--- src/rtl/seed_packer.sv ---
// Entropy bit packer: shifts raw bits into WIDTH-bit words and hands full words to a queue.
// Optional feature macro SEED_PACKER_DROP_CNT_EN adds a saturating count of bits dropped while holding.
module seed_packer #(
   parameter int WIDTH = 256
) (
   input  logic                     clk,
   input  logic                     rst,
   input  logic                     inter_fail,
   input  logic                     perm_fail,
   input  logic                     bit_in,
   input  logic                     bit_valid,
   input  logic                     fifo_full,
   output logic                     fifo_enque,
   output logic [WIDTH-1:0]         fifo_wdata,
   output logic [$clog2(WIDTH):0]   fill_level,
`ifdef SEED_PACKER_DROP_CNT_EN
   output logic [15:0]              drop_cnt,
`endif
   output logic                     halted
);

   localparam int FW = $clog2(WIDTH) + 1;

   typedef enum logic [1:0] {
      FILL = 2'd0,
      HOLD = 2'd1,
      HALT = 2'd2
   } state_t;

   state_t           state_q, state_d;
   logic [WIDTH-1:0] word_q, word_d;
   logic [FW-1:0]    fill_q, fill_d;
   logic             enque_d;

   always_comb begin
      state_d = state_q;
      word_d  = word_q;
      fill_d  = fill_q;
      // The queue sees the enqueue in the same cycle it deasserts full.
      enque_d = (state_q == HOLD) && !fifo_full && !rst && !inter_fail && !perm_fail;
      if (perm_fail) begin
         state_d = HALT;
         word_d  = '0;
         fill_d  = '0;
      end else if (state_q != HALT) begin
         if (inter_fail) begin
            state_d = FILL;
            word_d  = '0;
            fill_d  = '0;
         end else begin
            case (state_q)
               FILL: begin
                  if (bit_valid) begin
                     word_d = {word_q[WIDTH-2:0], bit_in};
                     fill_d = fill_q + 1'b1;
                     if (fill_q == FW'(WIDTH - 1)) begin
                        state_d = HOLD;
                     end
                  end
               end
               HOLD: begin
                  if (!fifo_full) begin
                     state_d = FILL;
                     word_d  = '0;
                     fill_d  = '0;
                  end
               end
               default: begin
                  state_d = state_q;
               end
            endcase
         end
      end
   end

   always_ff @(posedge clk) begin
      if (rst) begin
         state_q <= FILL;
         word_q  <= '0;
         fill_q  <= '0;
      end else begin
         state_q <= state_d;
         word_q  <= word_d;
         fill_q  <= fill_d;
      end
   end

   assign fifo_enque = enque_d;
   assign fifo_wdata = word_q;
   assign fill_level = fill_q;
   assign halted     = (state_q == HALT);

`ifdef SEED_PACKER_DROP_CNT_EN
   logic [15:0] drop_q, drop_d;

   always_comb begin
      drop_d = drop_q;
      if ((state_q == HOLD) && bit_valid && !inter_fail && !perm_fail && (drop_q != 16'hFFFF)) begin
         drop_d = drop_q + 16'd1;
      end
   end

   always_ff @(posedge clk) begin
      if (rst) begin
         drop_q <= '0;
      end else begin
         drop_q <= drop_d;
      end
   end

   assign drop_cnt = drop_q;
`endif

endmodule

--- config.mk ---
export PLATFORM = sky130hd
export DESIGN_NAME = seed_packer
export DESIGN_NICKNAME = d
export VERILOG_FILES = /design/src/rtl/seed_packer.sv
export SDC_FILE = /design/constraint.sdc
export NUM_CORES = 1
export LEC_CHECK = 0
export CAP_MARGIN = 30
export CORE_UTILIZATION = 40
export DETAILED_ROUTE_END_ITERATION = 10
export PLACE_DENSITY = 0.69
export RECOVER_POWER = 100
export SYNTH_ARGS = -nofsm -noshare
export SYNTH_HDL_FRONTEND = slang
export SYNTH_SLANG_ARGS = --single-unit
--- constraint.sdc ---
create_clock -name clk -period 2 [get_ports clk]
set_clock_uncertainty 0.1 [all_clocks]
set_input_delay 0.2 -clock clk [delete_from_list [all_inputs] [get_ports clk]]
set_output_delay 0.2 -clock clk [all_outputs]
set_load 0.005 [all_outputs]
Word level (Yosys, flattened, before mapping)
Cells that the tools add are included.

operators by class
  $add $sub $neg = 1
  multipliers = 0
  divide/modulo/power cells = 0
  magnitude comparators = 0
  eq/ne operators = 10
  shift-type cells = 0
  multiplexer cells = 15
  bitwise operators = 0
  reduce and logical (&&, ||, !) cells = 16

operators by type and width
  cell                                            count
  two-way mux 256 bit                             3
  case mux 256 bit (2 select lines)               1
  two-way mux 9 bit                               3
  case mux 9 bit (2 select lines)                 1
  two-way mux 2 bit                               6
  inequality test 4 bit (second input constant)   3
  AND reduction 5 bit                             2
  adder 9 x 1 -> 9 bit (second input constant)    1
  == test 9 x 8 -> 1 bit (second input constant)  1
  inequality test 3 bit (second input constant)   3
  logical AND 1 bit                               4
  zero test 1 bit                                 4
  case mux 2 bit (2 select lines)                 1
  AND reduction 4 bit                             1
  nonzero test 4 bit                              1
  nonzero test 3 bit                              1
  == test 2 x 1 -> 1 bit (second input constant)  1
  == test 2 bit (second input constant)           1
  zero test 2 bit                                 1
  inequality test 2 bit (second input constant)   1
  nonzero test 2 bit                              1
  OR reduction 2 bit                              1

storage, ports and cells
  flip-flop bits (word level) = 267
  latch bits = 0
  bits in writable memories = 0
  bits in read-only memories = 0
  input port bits = 7
  output and inout bits = 267
  memories = 0

Depth between registers and ports, before layout
  depth in word-level cells = 7
  gate-level depth with buffers = 8
  mapped depth without buffers = 6

Worst setup path after synthesis
No wires, ideal clock.

  path kind = reg2reg
  start point = reg fill_q[0] (netlist: fill_level[0])
  end point = reg state_q[0]
  library setup time = 0.128 ns
  arrival = 1.380 ns
  setup slack = 0.393 ns
  cell stages (with the launch flop) = 7
  period minus slack after synthesis = 1.607 ns
  path through = dfxtp_1 > ha_1 > and4_1 > ha_1 > or3_1 > a21oi_1 > nor2_1

on the way
  longest elaborated chain between the ends = 3

RTL lines
  element                                 RTL line  source
  start: declaration                      32        logic [FW-1:0] fill_q, fill_d;
  start signal: assignment                84        fill_q <= fill_d;
  == test 9 x 8 -> 1 bit                  56        if (fill_q == FW'(WIDTH - 1)) begin
  inequality test 3 bit (no source line)  --
  AND reduction 5 bit (no source line)    --
  end signal: assignment                  82        state_q <= state_d;
  end: declaration                        30        state_t state_q, state_d;

No other way between the ends.
A chain may end at the register's enable or synchronous reset.

Final worst setup path
  start point = reg fill_q[0] (netlist: fill_level[0])
  end point = out fill_level[0]

RTL lines
  element           RTL line  source
  end: declaration  15        output logic [$clog2(WIDTH):0] fill_level,

No word-level cell between the ends.

==> impl_metrics.ini <==
[clocking]
cts_tree = done
clk_pin_slew_ns = 0.06
cts-buffers-inserted = 29
post_cts_hold_buffer_count = 0
clock-sinks = 267
cts_root_buffer = clkbuf_16
htree_levels = 1
clk-insertion-delay-late_ns = 0.52
ctsLongestPathBuffers = 3

[finish]
drive_above_1_share = 0.0613
fillCellCount = 2065
nets = 1441
area.growth.synth_to_final_pct = 43.6
n_antenna_cell = 0

[critical_path]
rrSetupSlack_ns = 0.12
critPathSlowestCell = dlygate4sd3_1
critical_path_cell_list = dlygate4sd3_1
worst_setup_path_end_kind = output port
cp_num_buf_inv = 1
reg2reg_to = fifo_wdata[145]
timing.critical_path.fanout_max = 6
reg2regPathDepth = 7
worstReg2RegStart = state_q[0]
critical_path.startpoint_type = flop
critical-path-max-stage-delay_ns = 0.63
crit_family = buffers and inverters
crit_required_ns = 1.70
cp.arrival_ns = 1.60
worst-setup-path-type = reg -> out

[power]
power.leakage_nw = 5.13
power_density_mw_per_mm2 = 835
irDropWorstVdd_mv = 0.591
fin_total_pwr_w = 0.0113

[floorplanning]
die_h_um = 155
floorplan.initialDensity = 0.412
die_width_um = 155
floorplan.core_area_mm2 = 0.0228
die-area_mm2 = 0.0241
floorplan.io_pins = 274
row_count = 55

[routing]
route.vias.total = 8477
drt_first_iter_violations = 446
wire_per_inst_um = 13.9
ant_nets = 0
totalWireLength_mm = 24.5
avgViaCountPerCell = 4.80
first_pass_iters = 5
detail_route.drc_violations = 0

[sta]
fin_setup_tns_ns = 0
max_clock_freq_ghz = 0.526
period_minus_slack_ns = 1.90
hold_viol_final = 0
timing.slew.headroom = 0.745
transition_time_at_the_pin_with_the_least_slew_margin_ns = 0.382
final-setup-viol-count = 0
rsz0062_at_grt = false
slew_viol_final = 0
post-route-worst-setup-slack_ns = 0.0992
post-route-period-util = 0.950

[synthesis]
post_synth_mux_area_share = 0
yosys.area_share.xor_xnor = 0.00186
yosys.cell_types.count = 30
sequential_share_of_the_synthesized_area = 0.568
post_synth_main_area_contributors = dfxtp_1, nand2_1, a21oi_1
synth_fa_ha_area_frac = 0.00266
netlist_instances = 1176
synthesis.nets = 1185
syn-cell-area_mm2 = 0.00941
synth_largest_type_area_fraction = 0.568
ys_ff_latch = 267
synthFlopType = dfxtp_1
synth_largest_area_cell = dfxtp_1
synth-async-reset-ratio = 0
synthesized_area_fraction_occupied_by_ao_oa_aoi_and_oai_cells = 0.150
synth.yosys.warnings = 0
dominant_combinational_cell_family_by_area_after_synthesis = simple AND/OR/NAND/NOR gates
post_synth_edffs = 0
synth_simple_gate_area_share = 0.222
syn_avg_cell_area_um2 = 8.00

[grt]
pin_count_of_the_biggest_net_entering_global_routing = 88
overflow = 0
track_usage = 0.197
grt_pass1_vias = 7743
global_route_wire_length_before_repair_mm = 39.7
antenna_found_initial = 0

[run_status]
run_status = complete, no violations

[placed_design]
port_buffers = 273
detailedPlacementHpwl_mm = 16.6
placement.setup.worst_slack_ns = -0.0808
routabilityCongestion = 0.758

[worst_hold_path]
hold-path-endpoint = fifo_wdata[0]
hold_class = in -> reg
min_path_cells = 3
min_from = bit_in

[flow_run]
max_cap_violations = 0
final cells by class:
| type | count | area, µm² | share of cell area |
|---|---|---|---|
| Clock buffer | 41 | 821 | 0.0607 |
| Tap cell | 313 | 392 | 0.0290 |
| Multi-Input combinational cell | 819 | 3560 | 0.264 |
| Sequential cell | 267 | 5350 | 0.396 |
| Timing Repair Buffer | 313 | 3250 | 0.240 |
| Inverter | 2 | 7.51 | 0.000556 |
| Clock inverter | 10 | 133 | 0.00982 |
per-stage QoR:
| stage | hold WS (ns) | area (µm²) | instances | util |
|---|---|---|---|---|
| 2_1_floorplan | 0.169 | 9410 | 1176 | - |
| 3_3_place_gp | 0.343 | 12600 | 1713 | 0.551 |
| 3_5_place_dp | 0.355 | 12600 | 1713 | 0.551 |
| 4_1_cts | 0.100 | 13600 | 1765 | 0.593 |
| 5_1_grt | 0.136 | 13500 | 1765 | 0.591 |
| 6_report | 0.125 | 13500 | 1765 | 0.591 |
Yosys cell counts (2+ instances only):
master	count
or3_1	6
dfxtp_1	267
o21ai_0	2
nand2_1	514
and4_1	2
buf_4	23
nor2_1	5
o21ai_1	4
inv_1	2
buf_6	3
nand3_1	3
ha_1	2
nor2b_1	2
a21oi_1	265
buf_2	61
flip-flops by register name (all words and copies together) (netlist names):
| name | flops |
|---|---|
| fifo_wdata | 256 |
| fill_level | 9 |
| state_q | 2 |
power by group:
| part | internal (W) | total [W] | switching [W] | leakage, nW |
|---|---|---|---|---|
| Sequential | 0.00532 | 0.00533 | 0.00000880 | 2.15 |
| Clock | 0.00323 | 0.00530 | 0.00207 | 0.472 |
| Combinational | 0.000206 | 0.000660 | 0.000454 | 2.51 |
| Total | 0.00876 | 0.0113 | 0.00253 | 5.13 |
layout by cell type (no fill, tap or decap), types with 3 or more instances in the layout:
master           count
dlygate4sd3_1      264
dfxtp_1            266
or3_1                6
bufinv_16            3
nand2_1            514
clkbuf_1             9
buf_6                3
clkbuf_8             5
clkbuf_2             4
o21ai_1              3
buf_4               13
a21oi_1            265
buf_12              18
clkdlybuf4s50_1      7
nor2_1               5
clkbuf_16           29
clkinv_2             5
nand3_1              3
kinds of logic (layout without fill, tap and decap cells):
logic type	Yosys count	in the layout
flops	267	267
simple gates	539	539
compound gates	276	276
buf+inv	90	366
xor+xnor	2	2
fa+ha+maj	2	2
layer usage:
layer  part of all wire  GRT usage
met1               0.44      0.261
met2               0.47      0.317
met3              0.067     0.0485
met4              0.024     0.0598
met5                  0          0
worst max path at each step:
stage / cells after the start / endpoint / startpoint
after global routing: 7 / fifo_wdata[170] / state_q[0]
after global placement: 4 / fifo_enque / perm_fail
after CTS: 1 / fill_level[0] / fill_level[0]
after floorplan: 6 / state_q[0] / fill_level[0]
after detailed placement: 4 / fifo_enque / perm_fail
final: 1 / fill_level[0] / fill_level[0]
what timing repair did:
action	4_1_cts	5_1_grt
buffers inserted	1	0
gates resized for setup	6	0
endpoints found under the setup margin	2	0
(Power assumes the default switching activity.)
